### src/rtl/snes_pad_pkg.sv
// Shared definitions for the serial game-pad poller: FSM encoding, default frame
// length and the bit-index width helper.
package snes_pad_pkg;

  typedef enum logic [1:0] {
    ST_IDLE  = 2'd0,
    ST_LATCH = 2'd1,
    ST_SHIFT = 2'd2,
    ST_DONE  = 2'd3
  } pad_state_e;

  localparam int NUM_BITS_DEF = 16;

  function automatic int idx_width(input int n);
    if (n <= 2) begin
      return 1;
    end else begin
      return $clog2(n);
    end
  endfunction

  localparam int BIT_IDX_W_DEF = idx_width(NUM_BITS_DEF);

endpackage

### src/rtl/pad_sync.sv
// Two-flop synchroniser for an asynchronous pad input.
module pad_sync #(
  parameter logic RESET_VAL = 1'b1
) (
  input  logic clk,
  input  logic rst_n,
  input  logic d,
  output logic q
);

  logic [1:0] sync_q;
  logic [1:0] sync_d;

  always_comb begin
    sync_d = {sync_q[0], d};
  end

  always_ff @(posedge clk or negedge rst_n) begin
    if (!rst_n) begin
      sync_q <= {2{RESET_VAL}};
    end else begin
      sync_q <= sync_d;
    end
  end

  assign q = sync_q[1];

endmodule

### src/rtl/snes_pad_poller.sv
// Serial game-pad poller: generates latch and shift clock, samples the pad data
// and publishes a registered button word with valid/changed strobes.
module snes_pad_poller
  import snes_pad_pkg::*;
#(
  parameter int LATCH_CYCLES       = 1200,
  parameter int HALF_BIT_CYCLES    = 600,
  parameter int POLL_PERIOD_CYCLES = 1666667,
  parameter int NUM_BITS           = NUM_BITS_DEF
) (
  input  logic                PCLK,
  input  logic                PRESERN,
  input  logic                poll_req,
  input  logic                auto_en,
  input  logic                contRead,
  output logic                contWrite,
  output logic                contCLK,
  output logic [NUM_BITS-1:0] buttons,
  output logic                buttons_valid,
  output logic                buttons_changed,
  output logic                busy
);

  localparam int CNT_MAX = (LATCH_CYCLES > HALF_BIT_CYCLES) ? LATCH_CYCLES : HALF_BIT_CYCLES;
  localparam int CNT_W   = $clog2(CNT_MAX + 1);
  localparam int AUTO_W  = $clog2(POLL_PERIOD_CYCLES + 1);
  localparam int IDX_W   = idx_width(NUM_BITS);

  logic rd_sync_s;
  logic auto_expire_s;
  logic trigger_s;

  pad_state_e          state_q, state_d;
  logic [CNT_W-1:0]    cnt_q, cnt_d;
  logic [IDX_W-1:0]    bit_q, bit_d;
  logic                phase_hi_q, phase_hi_d;
  logic [NUM_BITS-1:0] shift_q, shift_d;
  logic                pending_q, pending_d;
  logic [AUTO_W-1:0]   auto_q, auto_d;
  logic                cont_write_q, cont_write_d;
  logic                cont_clk_q, cont_clk_d;
  logic [NUM_BITS-1:0] buttons_q, buttons_d;
  logic                valid_q, valid_d;
  logic                changed_q, changed_d;
  logic                busy_q, busy_d;

  // Idle level of the pad line is high (not pressed).
  pad_sync #(.RESET_VAL(1'b1)) u_rd_sync (
    .clk   (PCLK),
    .rst_n (PRESERN),
    .d     (contRead),
    .q     (rd_sync_s)
  );

  always_comb begin
    auto_expire_s = auto_en && (auto_q == AUTO_W'(POLL_PERIOD_CYCLES - 1));
    trigger_s     = poll_req || auto_expire_s;
    if (!auto_en) begin
      auto_d = '0;
    end else if (auto_expire_s) begin
      auto_d = '0;
    end else begin
      auto_d = auto_q + AUTO_W'(1);
    end
  end

  always_comb begin
    state_d      = state_q;
    cnt_d        = cnt_q;
    bit_d        = bit_q;
    phase_hi_d   = phase_hi_q;
    shift_d      = shift_q;
    pending_d    = pending_q;
    cont_write_d = cont_write_q;
    cont_clk_d   = cont_clk_q;
    buttons_d    = buttons_q;
    valid_d      = 1'b0;
    changed_d    = 1'b0;
    busy_d       = busy_q;

    case (state_q)
      ST_IDLE: begin
        if (trigger_s || pending_q) begin
          state_d      = ST_LATCH;
          cnt_d        = '0;
          pending_d    = 1'b0;
          cont_write_d = 1'b1;
          busy_d       = 1'b1;
        end else begin
          state_d = ST_IDLE;
        end
      end

      ST_LATCH: begin
        if (trigger_s) begin
          pending_d = 1'b1;
        end else begin
          pending_d = pending_q;
        end
        if (cnt_q == CNT_W'(LATCH_CYCLES - 1)) begin
          state_d      = ST_SHIFT;
          cnt_d        = '0;
          bit_d        = '0;
          phase_hi_d   = 1'b0;
          cont_write_d = 1'b0;
          cont_clk_d   = 1'b0;
        end else begin
          cnt_d = cnt_q + CNT_W'(1);
        end
      end

      ST_SHIFT: begin
        if (trigger_s) begin
          pending_d = 1'b1;
        end else begin
          pending_d = pending_q;
        end
        if (cnt_q != CNT_W'(HALF_BIT_CYCLES - 1)) begin
          cnt_d = cnt_q + CNT_W'(1);
        end else if (!phase_hi_q) begin
          // Last low-phase cycle: the pad line is inverted so 1 means pressed.
          cnt_d           = '0;
          shift_d[bit_q]  = ~rd_sync_s;
          phase_hi_d      = 1'b1;
          cont_clk_d      = 1'b1;
        end else if (bit_q == IDX_W'(NUM_BITS - 1)) begin
          cnt_d     = '0;
          state_d   = ST_DONE;
          buttons_d = shift_q;
          valid_d   = 1'b1;
          changed_d = (shift_q != buttons_q);
          busy_d    = 1'b0;
        end else begin
          cnt_d      = '0;
          bit_d      = bit_q + IDX_W'(1);
          phase_hi_d = 1'b0;
          cont_clk_d = 1'b0;
        end
      end

      ST_DONE: begin
        // A trigger landing here is kept for the following IDLE cycle.
        pending_d = trigger_s;
        if (pending_q) begin
          state_d      = ST_LATCH;
          cnt_d        = '0;
          cont_write_d = 1'b1;
          busy_d       = 1'b1;
        end else begin
          state_d = ST_IDLE;
        end
      end

      default: begin
        state_d      = ST_IDLE;
        pending_d    = 1'b0;
        cont_write_d = 1'b0;
        cont_clk_d   = 1'b1;
        busy_d       = 1'b0;
      end
    endcase
  end

  always_ff @(posedge PCLK or negedge PRESERN) begin
    if (!PRESERN) begin
      state_q      <= ST_IDLE;
      cnt_q        <= '0;
      bit_q        <= '0;
      phase_hi_q   <= 1'b0;
      shift_q      <= '0;
      pending_q    <= 1'b0;
      auto_q       <= '0;
      cont_write_q <= 1'b0;
      cont_clk_q   <= 1'b1;
      buttons_q    <= '0;
      valid_q      <= 1'b0;
      changed_q    <= 1'b0;
      busy_q       <= 1'b0;
    end else begin
      state_q      <= state_d;
      cnt_q        <= cnt_d;
      bit_q        <= bit_d;
      phase_hi_q   <= phase_hi_d;
      shift_q      <= shift_d;
      pending_q    <= pending_d;
      auto_q       <= auto_d;
      cont_write_q <= cont_write_d;
      cont_clk_q   <= cont_clk_d;
      buttons_q    <= buttons_d;
      valid_q      <= valid_d;
      changed_q    <= changed_d;
      busy_q       <= busy_d;
    end
  end

  assign contWrite       = cont_write_q;
  assign contCLK         = cont_clk_q;
  assign buttons         = buttons_q;
  assign buttons_valid   = valid_q;
  assign buttons_changed = changed_q;
  assign busy            = busy_q;

endmodule

### config.mk
export PLATFORM = sky130hd
export DESIGN_NAME = snes_pad_poller
export DESIGN_NICKNAME = d
export VERILOG_FILES = /design/src/rtl/snes_pad_pkg.sv /design/src/rtl/pad_sync.sv /design/src/rtl/snes_pad_poller.sv
export SDC_FILE = /design/constraint.sdc
export NUM_CORES = 1
export LEC_CHECK = 0
export ABC_AREA = 1
export BUFFER_PORTS_ARGS = -buffer_cell sky130_fd_sc_hd__buf_2
export CORE_AREA = 2 2 92 94
export DETAILED_ROUTE_END_ITERATION = 10
export DIE_AREA = 0 0 94 96
export MAX_ROUTING_LAYER = met4
export PLACE_DENSITY = 0.72
export SLEW_MARGIN = 20
export SYNTH_ARGS = -nofsm -noshare
export SYNTH_HDL_FRONTEND = slang
export SYNTH_HIERARCHICAL = 1
export SYNTH_SLANG_ARGS = --single-unit
export TNS_END_PERCENT = 5
### constraint.sdc
create_clock -name PCLK -period 5.15 [get_ports PCLK]
set_input_delay 0.2575 -clock PCLK [delete_from_list [all_inputs] [get_ports PCLK]]
set_output_delay 0.2575 -clock PCLK [all_outputs]
set_load 0.03 [all_outputs]
==> results.py, run 1 <==
metrics = {
    "routing": {
        "drc": 0,
        "firstDrtPassIters": 5,
        "routed-via-count": 3571,
        "ratio_of_routed_vias_to_standard_cells": 5.26,
        "drtIter0Drc": 192,
        "wirelength_per_cell_um": 12.8,
        "drt.antenna.violating_nets": 0,
        "routed_wire_length_um": 8690,
    },
    "logic_synthesis": {
        "syn-mean-instance-area_um2": 7.93,
        "yosysWarningCount": 6,
        "synth.yosys.seq_area_share": 0.461,
        "post_synth_xor_area_fraction": 0.0489,
        "synth_cells": 542,
        "muxShareOfSynthArea": 0,
        "post_synth_num_cell_types": 37,
        "synth_compound_gate_area_share": 0.0679,
        "leading_post_synthesis_cells_by_instance_count": "sky130_fd_sc_hd__nand2_1, sky130_fd_sc_hd__dfrtp_1, sky130_fd_sc_hd__nand3_1, sky130_fd_sc_hd__nor2_1, sky130_fd_sc_hd__inv_1",
        "synth-main-ff-cell": "sky130_fd_sc_hd__dfrtp_1",
        "yosysMostFrequentCell": "sky130_fd_sc_hd__nand2_1",
        "mappedNetlistNets": 559,
        "total_of_flip_flops_plus_latches_after_synthesis": 79,
        "post_synth_adder_cell_area": 0.0350,
        "largest_cells_by_area_after_synthesis": "sky130_fd_sc_hd__dfrtp_1, sky130_fd_sc_hd__nand2_1, sky130_fd_sc_hd__nand3_1, sky130_fd_sc_hd__nor2_1, sky130_fd_sc_hd__inv_1",
        "combinational_family_with_the_most_area_after_synthesis": "simple AND/OR/NAND/NOR gates",
        "synth_top_cell_by_area": "sky130_fd_sc_hd__dfrtp_1",
        "share_of_synthesized_registers_carrying_an_async_set_or_reset": 1.00,
        "area_share_of_the_leading_cell_type_in_the_synthesized_netlist": 0.443,
        "yosys.area_share.simple": 0.325,
        "synth_edf_count": 0,
        "netlist_area_pre_place_um2": 4300,
    },
    "timing": {
        "setup_repair_after_global_routing_missed_its_margin": "no",
        "finalSetupViolations": 0,
        "hold_viol": 0,
        "min_period_over_period": 0.425,
        "final_report_max_slew_violation_count": 0,
        "min_tclk_post_route_ns": 2.19,
        "fmaxAchievable_mhz": 457,
        "final.setup_skew_ns": 0.00998,
        "relSlewSlack": 0.523,
        "fin_tns_setup_ns": 0,
        "finalHoldWorstSlack_ns": 0.291,
        "worst-slew-pin-transition_ns": 0.716,
    },
    "floorplan": {
        "placement_rows": 33,
        "design.die.area_um2": 9020,
        "start_util": 0.533,
        "ios": 26,
        "design.core.area_um2": 8050,
        "die_y_um": 96,
        "die_width_um": 94,
    },
    "worst_setup_path": {
        "cp-endpoint": "bit_q[2]",
        "worstSetupPathType": "register to register",
        "critical-path-max-stage-delay_ns": 0.56,
        "crit_required_ns": 5.39,
        "worst_setup_path_start_kind": "register",
        "rr_endpoint": "bit_q[2]",
        "worst-endpoint-arrival_ns": 2.42,
        "worst-path-max-fanout": 16,
        "timing.critical_path.cells": "inv_1, ha_1, nand2_1, nand2_1, inv_1, nand4_1, inv_1, nand2_1, o21ai_0",
        "worst-r2r-setup-slack_ns": 2.96,
        "worst_r2r_path_depth": 9,
        "r2r-start": "state_q[0]",
        "cpMaxStageDelayCell": "sky130_fd_sc_hd__ha_1",
        "cp-startpoint": "state_q[0]",
        "critPathCaptureType": "register",
    },
    "place": {
        "hpwlAfterDp_um": 6100,
        "portBuffers": 25,
        "place_congestion": 0.884,
    },
    "grt": {
        "maximum_number_of_pins_on_one_net_before_global_route_repair": 80,
        "antenna_violations_before_repair": 0,
        "global_route.usage.total": 0.214,
        "overflow_left_after_global_routing": 0,
        "grt_pass1_wl_um": 14700,
        "number_of_global_route_vias_before_repair": 3209,
    },
    "power": {
        "power.ir.vdd_worst_mv": 0.108,
        "combPwrFrac": 0.021,
        "totalPowerFinal_mw": 1.12,
        "power_report.internal_total_mw": 0.868,
        "switching_share": 0.227,
        "powerDensity_nw_per_um2": 239,
        "share_seq_of_total_power": 0.558,
        "net-switching-power_mw": 0.256,
        "power.clock.fraction": 0.421,
        "p_leak_nw": 2.36,
    },
    "hold_path": {
        "hold_path_depth": 5,
        "hold_path_class": "primary input to register",
    },
    "clock_network": {
        "clock-sinks": 79,
        "clock_tree.root_cell": "sky130_fd_sc_hd__clkbuf_8",
        "clock_latency_ns": 0.36,
        "clk_pin_slew_worst_paths_ns": 0.08,
        "htree_num_levels": 3,
        "max_root_sink_buffers": 2,
        "total_clock_buffers_created_by_cts": 9,
        "cts.repair_timing.setup_buffer_count": 0,
        "tritoncts_clock_tree": "built",
    },
    "layout": {
        "diodes": 0,
        "multiInputGateArea_um2": 2050,
        "filler_cell_count": 757,
        "post-route-util": 0.584,
        "ff_latch_area_um2": 1980,
        "layout.nets": 586,
        "post_route_cells_drive_above_1_share": 0.110,
        "syn2layout_area_growth_pct": 9.44,
    },
    "status": {
        "outcome": "completed",
    },
    "flow_run": {
        "max_cap_check_violation_count": 0,
    },
}
==> placed cells by master, fill, tap and decap left out, types with 2 or more instances in the layout <==
cell type / synthesis / layout
sky130_fd_sc_hd__dfstp_2: 3 / 3
sky130_fd_sc_hd__xor2_1: 14 / 14
sky130_fd_sc_hd__a31oi_1: 3 / 3
sky130_fd_sc_hd__inv_1: 45 / 45
sky130_fd_sc_hd__xnor2_1: 10 / 10
sky130_fd_sc_hd__o21ai_1: 10 / 10
sky130_fd_sc_hd__or2_2: 3 / 3
sky130_fd_sc_hd__o21ai_0: 22 / 22
sky130_fd_sc_hd__nand3_1: 58 / 58
sky130_fd_sc_hd__nand2_2: 5 / 5
sky130_fd_sc_hd__dfrtp_1: 76 / 76
sky130_fd_sc_hd__nor2_1: 53 / 53
sky130_fd_sc_hd__ha_1: 12 / 12
sky130_fd_sc_hd__dlygate4sd3_1: 0 / 2
sky130_fd_sc_hd__nand4_1: 13 / 13
sky130_fd_sc_hd__nor2_2: 4 / 4
sky130_fd_sc_hd__a21oi_1: 15 / 15
sky130_fd_sc_hd__buf_2: 3 / 24
sky130_fd_sc_hd__inv_6: 1 / 2
sky130_fd_sc_hd__clkbuf_1: 1 / 2
sky130_fd_sc_hd__nand2_1: 156 / 156
sky130_fd_sc_hd__nor2_8: 2 / 2
sky130_fd_sc_hd__clkbuf_8: 0 / 10
sky130_fd_sc_hd__nor3_1: 12 / 12
sky130_fd_sc_hd__a211oi_1: 3 / 3
sky130_fd_sc_hd__clkinvlp_4: 0 / 2
sky130_fd_sc_hd__inv_2: 3 / 3
==> critical path, delay by kind of cell, from the launching register on <==
| kind | cells | cell delay, ns |
|---|---|---|
| flops | 1 | 0.43 |
| compound gates | 1 | 0.08 |
| simple gates | 4 | 0.71 |
| buf+inv | 3 | 0.28 |
| fa+ha+maj | 1 | 0.56 |
==> metrics by stage <==
stage	setup WS [ns]	cell area [um2]	std cells
floorplan	3.49	4300	542
CTS	2.97	4690	678
global placement	3.10	4480	661
finish	2.96	4700	679
detailed placement	3.01	4480	661
global route	2.74	4700	679
==> flip-flops by register name (all words and copies together) (netlist names) <==
name              cells
auto_q               21
buttons              16
shift_q              16
cnt_q                11
bit_q                 4
state_q               2
u_rd_sync/sync_q      2
busy                  1
buttons_changed       1
buttons_valid         1
contCLK               1
contWrite             1
pending_q             1
phase_hi_q            1
==> cell families after synthesis <==
group,after synthesis
simple gates,312
flops,79
xor+xnor,24
compound gates,55
fa+ha+maj,12
buf+inv,60
==> timing repair <==
item,CTS,global route
hold buffers,1,1
endpoints found under the hold margin,1,20
gates resized for setup,0,0
==> layer usage <==
| metal | global-route usage | routed length (um) | vias to the layer above |
|---|---|---|---|
| met5 | - | 0 | - |
| met4 | 0.0688 | 90 | 0 |
| met3 | 0.0423 | 326 | 7 |
| met2 | 0.345 | 4160 | 86 |
| met1 | 0.274 | 4120 | 1668 |
| li1 | - | - | 1810 |
==> final cells by class <==
type / count / share of cell area
clock buffers: 12 / 0.0309
clock inverters: 4 / 0.0114
inverters: 49 / 0.0402
multi-input cells: 403 / 0.436
flip-flops and latches: 79 / 0.421
well taps: 105 / 0.0279
repair buffers: 27 / 0.0322
==> power groups by stage <==
stage / registers (mW) / logic, mW / clock network (mW)
global placement: 0.639 / 0.0227 / 0
CTS: 0.627 / 0.0236 / 0.484
floorplan: 0.638 / 0.00802 / 0
detailed placement: 0.639 / 0.0231 / 0
global route: 0.628 / 0.0279 / 0.513
finish: 0.627 / 0.0235 / 0.473
==> worst min path at each step <==
stage / from / to / slack [ns]
after floorplan: PRESERN / auto_q[0] / -0.04
after global placement: u_rd_sync/sync_q[0] / u_rd_sync/sync_q[1] / 0.35
after detailed placement: u_rd_sync/sync_q[0] / u_rd_sync/sync_q[1] / 0.36
after CTS: PRESERN / buttons_valid / 0.1
after global routing: poll_req / state_q[0] / 0.31
final: poll_req / state_q[0] / 0.29
Power figures use the tool's default switching activity.
==> run 2, diff against run 1 <==
--- a/config.mk
+++ b/config.mk
@@ -5,13 +5,13 @@
 export SDC_FILE = /design/constraint.sdc
 export NUM_CORES = 1
 export LEC_CHECK = 0
-export ABC_AREA = 1
+export ABC_AREA = 0
 export BUFFER_PORTS_ARGS = -buffer_cell sky130_fd_sc_hd__buf_2
-export CORE_AREA = 2 2 92 94
+export CORE_AREA = 2 2 89 91
 export DETAILED_ROUTE_END_ITERATION = 10
-export DIE_AREA = 0 0 94 96
+export DIE_AREA = 0 0 91 93
 export MAX_ROUTING_LAYER = met4
-export PLACE_DENSITY = 0.72
+export PLACE_DENSITY = 0.71
 export SLEW_MARGIN = 20
 export SYNTH_ARGS = -nofsm -noshare
 export SYNTH_HDL_FRONTEND = slang
==> constraint.sdc (replaced) <==
create_clock -name PCLK -period 2.3 [get_ports PCLK]
set_input_delay 0.115 -clock PCLK [delete_from_list [all_inputs] [get_ports PCLK]]
set_output_delay 0.115 -clock PCLK [all_outputs]
set_load 0.03 [all_outputs]
==> run 2 against run 1 <==
Worst setup slack lost 2.9 ns. Utilization grew 2.3 points. Total power grew 120%. Non-clock buffer count grew 11. Critical endpoint is now cnt_q[7]. Global-route usage shrank 2.1 points. Die area shrank 6.2%. Sequential power grew 120%. Combinational power grew to 2.5 times the previous value.
==> results.py, run 2 <==
metrics = {
    "timing": {
        "finalSetupViolations": 0,
        "min_tclk_post_route_ns": 2.21,
        "fin_tns_setup_ns": 0,
        "fmaxAchievable_mhz": 452,
        "final_report_max_slew_violation_count": 0,
        "final.setup_skew_ns": 0.0148,
        "hold_viol": 0,
        "min_period_over_period": 0.961,
        "setup_repair_after_global_routing_missed_its_margin": "no",
        "worst-slew-pin-transition_ns": 0.620,
        "relSlewSlack": 0.587,
    },
    "status": {
        "outcome": "completed",
    },
    "floorplan": {
        "die_width_um": 91,
        "design.core.area_um2": 7530,
        "design.die.area_um2": 8460,
        "die_y_um": 93,
        "ios": 26,
        "placement_rows": 32,
        "start_util": 0.529,
    },
    "logic_synthesis": {
        "largest_cells_by_area_after_synthesis": "sky130_fd_sc_hd__dfrtp_1, sky130_fd_sc_hd__mux2_2, sky130_fd_sc_hd__xnor2_1, sky130_fd_sc_hd__ha_1, sky130_fd_sc_hd__o31ai_1",
        "mappedNetlistNets": 396,
        "total_of_flip_flops_plus_latches_after_synthesis": 79,
        "synth_cells": 379,
        "synth_edf_count": 0,
        "synth-main-ff-cell": "sky130_fd_sc_hd__dfrtp_1",
        "area_share_of_the_leading_cell_type_in_the_synthesized_netlist": 0.478,
        "yosysWarningCount": 6,
        "yosysMostFrequentCell": "sky130_fd_sc_hd__dfrtp_1",
        "share_of_synthesized_registers_carrying_an_async_set_or_reset": 1.00,
        "synth.yosys.seq_area_share": 0.498,
        "netlist_area_pre_place_um2": 3980,
        "synth_top_cell_by_area": "sky130_fd_sc_hd__dfrtp_1",
        "leading_post_synthesis_cells_by_instance_count": "sky130_fd_sc_hd__dfrtp_1, sky130_fd_sc_hd__nor2_1, sky130_fd_sc_hd__nand2_1, sky130_fd_sc_hd__o21ai_0, sky130_fd_sc_hd__xnor2_1",
        "post_synth_num_cell_types": 50,
        "syn-mean-instance-area_um2": 10.5,
    },
    "power": {
        "p_leak_nw": 2.12,
        "power.ir.vdd_worst_mv": 0.315,
        "share_seq_of_total_power": 0.560,
        "combPwrFrac": 0.024,
        "power_report.internal_total_mw": 1.93,
        "power.clock.fraction": 0.416,
        "net-switching-power_mw": 0.585,
        "powerDensity_nw_per_um2": 550,
        "switching_share": 0.233,
    },
    "worst_setup_path": {
        "cpMaxStageDelayCell": "sky130_fd_sc_hd__or4bb_1",
        "worst_setup_path_start_kind": "register",
        "worstSetupPathType": "register to register",
        "critical-path-max-stage-delay_ns": 0.56,
        "timing.critical_path.cells": "or4bb_1, nor4_4, o221ai_4, a221o_1",
        "crit_required_ns": 2.53,
        "worst-endpoint-arrival_ns": 2.44,
        "worst_r2r_path_depth": 4,
        "critPathCaptureType": "register",
        "worst-path-max-fanout": 11,
    },
    "layout": {
        "filler_cell_count": 646,
        "post_route_cells_drive_above_1_share": 0.193,
        "final_cell_area_um2": 4570,
        "registers.top_by_ff_count": "auto_q",
        "layout.nets": 436,
        "mostFrequentLayoutCells": "sky130_fd_sc_hd__dfrtp_1, sky130_fd_sc_hd__nor2_1, sky130_fd_sc_hd__nand2_1",
        "diodes": 0,
        "largest_register_ffs": 21,
        "finalNonFillerCells": 526,
        "post-route-util": 0.607,
        "layout_commonest_cell": "sky130_fd_sc_hd__dfrtp_1",
        "syn2layout_area_growth_pct": 14.8,
    },
    "clock_network": {
        "clock_tree.root_cell": "sky130_fd_sc_hd__clkbuf_8",
        "clk_pin_slew_worst_paths_ns": 0.08,
        "total_clock_buffers_created_by_cts": 9,
        "htree_num_levels": 3,
        "tritoncts_clock_tree": "built",
        "max_root_sink_buffers": 2,
        "clock_latency_ns": 0.34,
        "clock-sinks": 79,
    },
    "place": {
        "portBuffers": 25,
        "dp_area_um2": 4300,
        "numPlacedInstances": 505,
        "place_congestion": 0.816,
        "hpwlAfterDp_um": 5240,
    },
    "hold_path": {
        "hold_path_depth": 2,
        "hold_path_class": "primary input to register",
    },
    "routing": {
        "drt.antenna.violating_nets": 0,
        "drc": 0,
        "firstDrtPassIters": 4,
        "routed-via-count": 2901,
        "routed_wire_length_um": 7440,
        "ratio_of_routed_vias_to_standard_cells": 5.52,
        "wirelength_per_cell_um": 14.2,
        "drtIter0Drc": 169,
    },
    "grt": {
        "maximum_number_of_pins_on_one_net_before_global_route_repair": 50,
        "number_of_global_route_vias_before_repair": 2658,
        "overflow_left_after_global_routing": 0,
        "antenna_violations_before_repair": 0,
        "grt_pass1_wl_um": 12800,
        "global_route.usage.total": 0.193,
    },
    "flow_run": {
        "max_cap_check_violation_count": 0,
    },
}
[run 2: cell count changes after synthesis, moves of 10 or more]
cell / before / now
sky130_fd_sc_hd__a21oi_1: 15 / 1
sky130_fd_sc_hd__nor2_1: 53 / 37
sky130_fd_sc_hd__o31ai_1: 0 / 19
sky130_fd_sc_hd__nand2_1: 156 / 32
sky130_fd_sc_hd__xnor2_1: 10 / 21
sky130_fd_sc_hd__o21ai_1: 10 / 0
sky130_fd_sc_hd__inv_1: 45 / 14
sky130_fd_sc_hd__nand3_1: 58 / 13
sky130_fd_sc_hd__mux2_2: 0 / 18
[run 2: path summary, 6_finish.rpt]
kind / start / slack, ns / endpoint
setup / recovery: auto_q[3] / 0.09 / cnt_q[7]
hold / removal: auto_en / 0.05 / auto_q[9]
setup reg to reg: auto_q[3] / 0.09 / cnt_q[7]
hold reg to reg: u_rd_sync/sync_q[0] / 0.36 / u_rd_sync/sync_q[1]
max in group asynchronous: PRESERN / 1.32 / u_rd_sync/sync_q[1]
min in group asynchronous: PRESERN / 0.32 / buttons[12]
[run 2: power by group through the flow]
| stage | clock [mW] | combinational (mW) | sequential [mW] |
|---|---|---|---|
| after floorplan | 0 | 0.0198 | 1.43 |
| after global placement | 0 | 0.0593 | 1.44 |
| after CTS | 1.07 | 0.0629 | 1.41 |
| after global routing | 1.14 | 0.0695 | 1.41 |
| final | 1.05 | 0.0598 | 1.41 |
| after detailed placement | 0 | 0.0599 | 1.44 |
[run 2: stage by stage]
stage	worst slack (ns)	hold slack [ns]	total power, mW
finish	0.0891	0.0550	2.51
global route	0.0110	0.0402	2.62
CTS	0.0568	0.0476	2.54
detailed placement	0.0641	0.182	1.50
global placement	0.141	0.172	1.49
floorplan	0.188	-0.181	1.45
[run 2: repair_timing]
action | CTS | global route
endpoints found under the hold margin | 48 | 0
hold buffers | 2 | 0
buffers inserted | 0 | 2
setup endpoints to repair | 0 | 12
gates resized for setup | 0 | 3
[run 2: area by class of cell]
class | instances | area [um2] | area share
clock inverters | 7 | 80.1 | 0.0175
multi-input cells | 277 | 1940 | 0.424
well taps | 102 | 128 | 0.0279
inverters | 14 | 52.6 | 0.0115
flip-flops and latches | 79 | 1980 | 0.433
repair buffers | 38 | 268 | 0.0586
clock buffers | 9 | 124 | 0.0271
[run 2: worst max-delay path, delay by kind of cell, from the launching register on]
family	cells	cell delay, ns
and+or+nand+nor	2	1.00
AOI/OAI and AO/OA	2	0.67
DFF	1	0.43
[run 2: kinds of logic (layout without fill, tap and decap cells)]
group	after synthesis	after routing	synth area share
xor gates and xnor gates	35	35	0.0770
DFF	79	79	0.498
AOI/OAI and AO/OA	72	72	0.127
adders and majority gates	12	12	0.0377
muxes	20	20	0.0560
and+or+nand+nor	137	138	0.182
buffers and inverters	24	68	0.0226
[run 2: routing by layer]
| metal | part of all wire | wire length [um] | vias to the layer above | GRT usage |
|---|---|---|---|---|
| li1 | - | - | 1442 | - |
| met1 | 0.49 | 3640 | 1407 | 0.271 |
| met2 | 0.47 | 3520 | 48 | 0.286 |
| met3 | 0.031 | 231 | 4 | 0.0306 |
| met4 | 0.0077 | 57 | 0 | 0.0745 |
| met5 | 0 | 0 | - | - |
==> run 3, diff against run 2 <==
--- a/config.mk
+++ b/config.mk
@@ -5,13 +5,13 @@
 export SDC_FILE = /design/constraint.sdc
 export NUM_CORES = 1
 export LEC_CHECK = 0
-export ABC_AREA = 0
+export ABC_AREA = 1
 export BUFFER_PORTS_ARGS = -buffer_cell sky130_fd_sc_hd__buf_2
-export CORE_AREA = 2 2 89 91
+export CORE_AREA = 2 2 92 94
 export DETAILED_ROUTE_END_ITERATION = 10
-export DIE_AREA = 0 0 91 93
+export DIE_AREA = 0 0 94 96
 export MAX_ROUTING_LAYER = met4
-export PLACE_DENSITY = 0.71
+export PLACE_DENSITY = 0.74
 export SLEW_MARGIN = 20
 export SYNTH_ARGS = -nofsm -noshare
 export SYNTH_HDL_FRONTEND = slang
==> constraint.sdc (replaced) <==
create_clock -name PCLK -period 1.89 [get_ports PCLK]
set_input_delay 0.0945 -clock PCLK [delete_from_list [all_inputs] [get_ports PCLK]]
set_output_delay 0.0945 -clock PCLK [all_outputs]
set_load 0.03 [all_outputs]
==> run 3 against run 2 <==
Register-to-register slack gained 0.08 ns. Utilization down 0.50 points. First-iteration DRC count is 22% lower. Total power rose by 22%. Wire length rose by 20%. Largest cell class is now multi-input gates. Critical path depth grew 6. Via count is 23% higher. Fmax rose by 28%. Cell area is 6.1% higher. Clock skew up 0.0012 ns. Clock-buffer cell count unchanged.
==> results.py, run 3 (same netlist as run 1, synthesis figures left out) <==
metrics = {
    "status": {
        "outcome": "completed",
    },
    "routing": {
        "ratio_of_routed_vias_to_standard_cells": 5.16,
        "drc": 0,
        "wirelength_per_cell_um": 12.9,
        "firstDrtPassIters": 4,
        "routed_wire_length_um": 8910,
        "routed-via-count": 3574,
        "drt.antenna.violating_nets": 0,
        "drtIter0Drc": 131,
    },
    "worst_setup_path": {
        "worst-endpoint-arrival_ns": 1.96,
        "crit_required_ns": 2.13,
        "worstSetupPathType": "register to register",
        "critPathCaptureType": "register",
        "worst_setup_path_start_kind": "register",
        "worst-path-max-fanout": 6,
    },
    "power": {
        "power_report.internal_total_mw": 2.35,
        "switching_share": 0.238,
        "p_leak_nw": 2.46,
        "power.ir.vdd_worst_mv": 0.412,
        "powerDensity_nw_per_um2": 636,
        "combPwrFrac": 0.023,
        "power.clock.fraction": 0.422,
        "net-switching-power_mw": 0.733,
        "share_seq_of_total_power": 0.555,
    },
    "timing": {
        "final.setup_skew_ns": 0.0160,
        "min_tclk_post_route_ns": 1.72,
        "fmaxAchievable_mhz": 580,
        "final_report_max_slew_violation_count": 0,
        "min_period_over_period": 0.912,
        "post-route-worst-setup-slack_ns": 0.166,
        "relSlewSlack": 0.738,
        "worst-slew-pin-transition_ns": 0.390,
        "setup_repair_after_global_routing_missed_its_margin": "yes",
        "finalSetupViolations": 0,
        "hold_viol": 0,
    },
    "clock_network": {
        "clk_pin_slew_worst_paths_ns": 0.08,
        "clock_latency_ns": 0.35,
        "total_clock_buffers_created_by_cts": 9,
        "clock-sinks": 79,
        "tritoncts_clock_tree": "built",
        "max_root_sink_buffers": 2,
        "clock_tree.root_cell": "sky130_fd_sc_hd__clkbuf_8",
        "htree_num_levels": 3,
    },
    "layout": {
        "finalNonFillerCells": 692,
        "mostFrequentLayoutCells": "sky130_fd_sc_hd__nand2_1, sky130_fd_sc_hd__dfrtp_1, sky130_fd_sc_hd__nand3_1",
        "multiInputGateArea_um2": 2090,
        "largest_register_ffs": 21,
        "registers.top_by_ff_count": "auto_q",
        "post_route_cells_drive_above_1_share": 0.145,
        "syn2layout_area_growth_pct": 12.8,
        "diodes": 0,
        "layout_commonest_cell": "sky130_fd_sc_hd__nand2_1",
        "layout.nets": 599,
        "ff_latch_area_um2": 1980,
        "filler_cell_count": 719,
    },
    "floorplan": {
        "die_width_um": 94,
        "die_y_um": 96,
        "placement_rows": 33,
        "ios": 26,
        "start_util": 0.533,
        "design.core.area_um2": 8050,
        "design.die.area_um2": 9020,
    },
    "grt": {
        "grt_pass1_wl_um": 15200,
        "maximum_number_of_pins_on_one_net_before_global_route_repair": 53,
        "number_of_global_route_vias_before_repair": 3429,
        "met3_usage": 0.0305,
        "antenna_violations_before_repair": 0,
        "met1_track_utilization_from_global_routing": 0.264,
        "grt_busiest_layer": "met2",
        "gr-usage-met2": 0.376,
        "global_route.usage.total": 0.219,
        "overflow_left_after_global_routing": 0,
    },
    "flow_run": {
        "max_cap_check_violation_count": 0,
    },
    "place": {
        "place_ws_ns": 0.0879,
        "portBuffers": 25,
        "hpwlAfterDp_um": 6530,
        "numPlacedInstances": 673,
        "place_congestion": 0.887,
    },
    "hold_path": {
        "hold_path_class": "primary input to register",
    },
}
[run 3: worst paths after layout]
path                                      from                   to  slack (ns)  cells after the start
max                                 state_q[0]                 busy        0.17                     10
min                                   poll_req           state_q[0]        0.13                      5
max reg2reg                         state_q[0]                 busy        0.17                     10
min reg2reg                u_rd_sync/sync_q[0]  u_rd_sync/sync_q[1]        0.36                      0
max in group asynchronous              PRESERN              contCLK        1.04                      3
min in group asynchronous              PRESERN          buttons[11]        0.19                      2
[run 3: power by group through the flow]
| stage | Clock [mW] | Sequential (mW) | Combinational, mW |
|---|---|---|---|
| 3_3_place_gp | 0 | 1.74 | 0.0683 |
| 6_report | 1.30 | 1.71 | 0.0708 |
| 2_1_floorplan | 0 | 1.74 | 0.0219 |
| 5_1_grt | 1.40 | 1.71 | 0.0822 |
| 3_5_place_dp | 0 | 1.74 | 0.0703 |
| 4_1_cts | 1.33 | 1.71 | 0.0731 |
[run 3: layer usage]
layer | routed length, um | vias up
met5 | 0 | -
met2 | 4450 | 61
met4 | 93 | 0
li1 | - | 1835
met1 | 4130 | 1671
met3 | 235 | 7
[run 3: stage by stage]
stage                     cell area (um2)  hold WS [ns]  power [mW]   util  setup TNS [ns]
after detailed placement             4580        0.0388        1.81  0.569               0
after global routing                 4850         0.170        3.19  0.602         -0.0238
after global placement               4580        0.0367        1.81  0.569               0
final                                4850         0.134        3.08  0.602               0
after CTS                            4800         0.113        3.11  0.596               0
after floorplan                      4300        -0.201        1.76      -               0
[run 3: repair_timing]
action / in CTS / in global routing
endpoints found under the hold margin: 28 / 0
setup endpoints to repair: 0 / 36
hold buffers: 2 / 0
buffers inserted: 0 / 1
resized for setup: 0 / 10
[run 3: layout make-up]
cell class                      count  share of cell area
Sequential cell                    79               0.409
Tap cell                          105              0.0271
Clock buffer                        9              0.0256
Clock inverter                      7              0.0160
Multi-Input combinational cell    403               0.431
Inverter                           49              0.0390
Timing Repair Buffer               40              0.0532
[run 3: worst max-delay path, cell delays in order, from the launching register on]
cell	delay, ns
sky130_fd_sc_hd__dfrtp_1	0.42
sky130_fd_sc_hd__inv_1	0.12
sky130_fd_sc_hd__ha_1	0.22
sky130_fd_sc_hd__buf_4	0.17
sky130_fd_sc_hd__inv_1	0.09
sky130_fd_sc_hd__nand3b_1	0.11
sky130_fd_sc_hd__nand3_1	0.09
sky130_fd_sc_hd__a21oi_1	0.20
sky130_fd_sc_hd__nand3_1	0.10
sky130_fd_sc_hd__nand2_1	0.07
sky130_fd_sc_hd__nand2_1	0.05
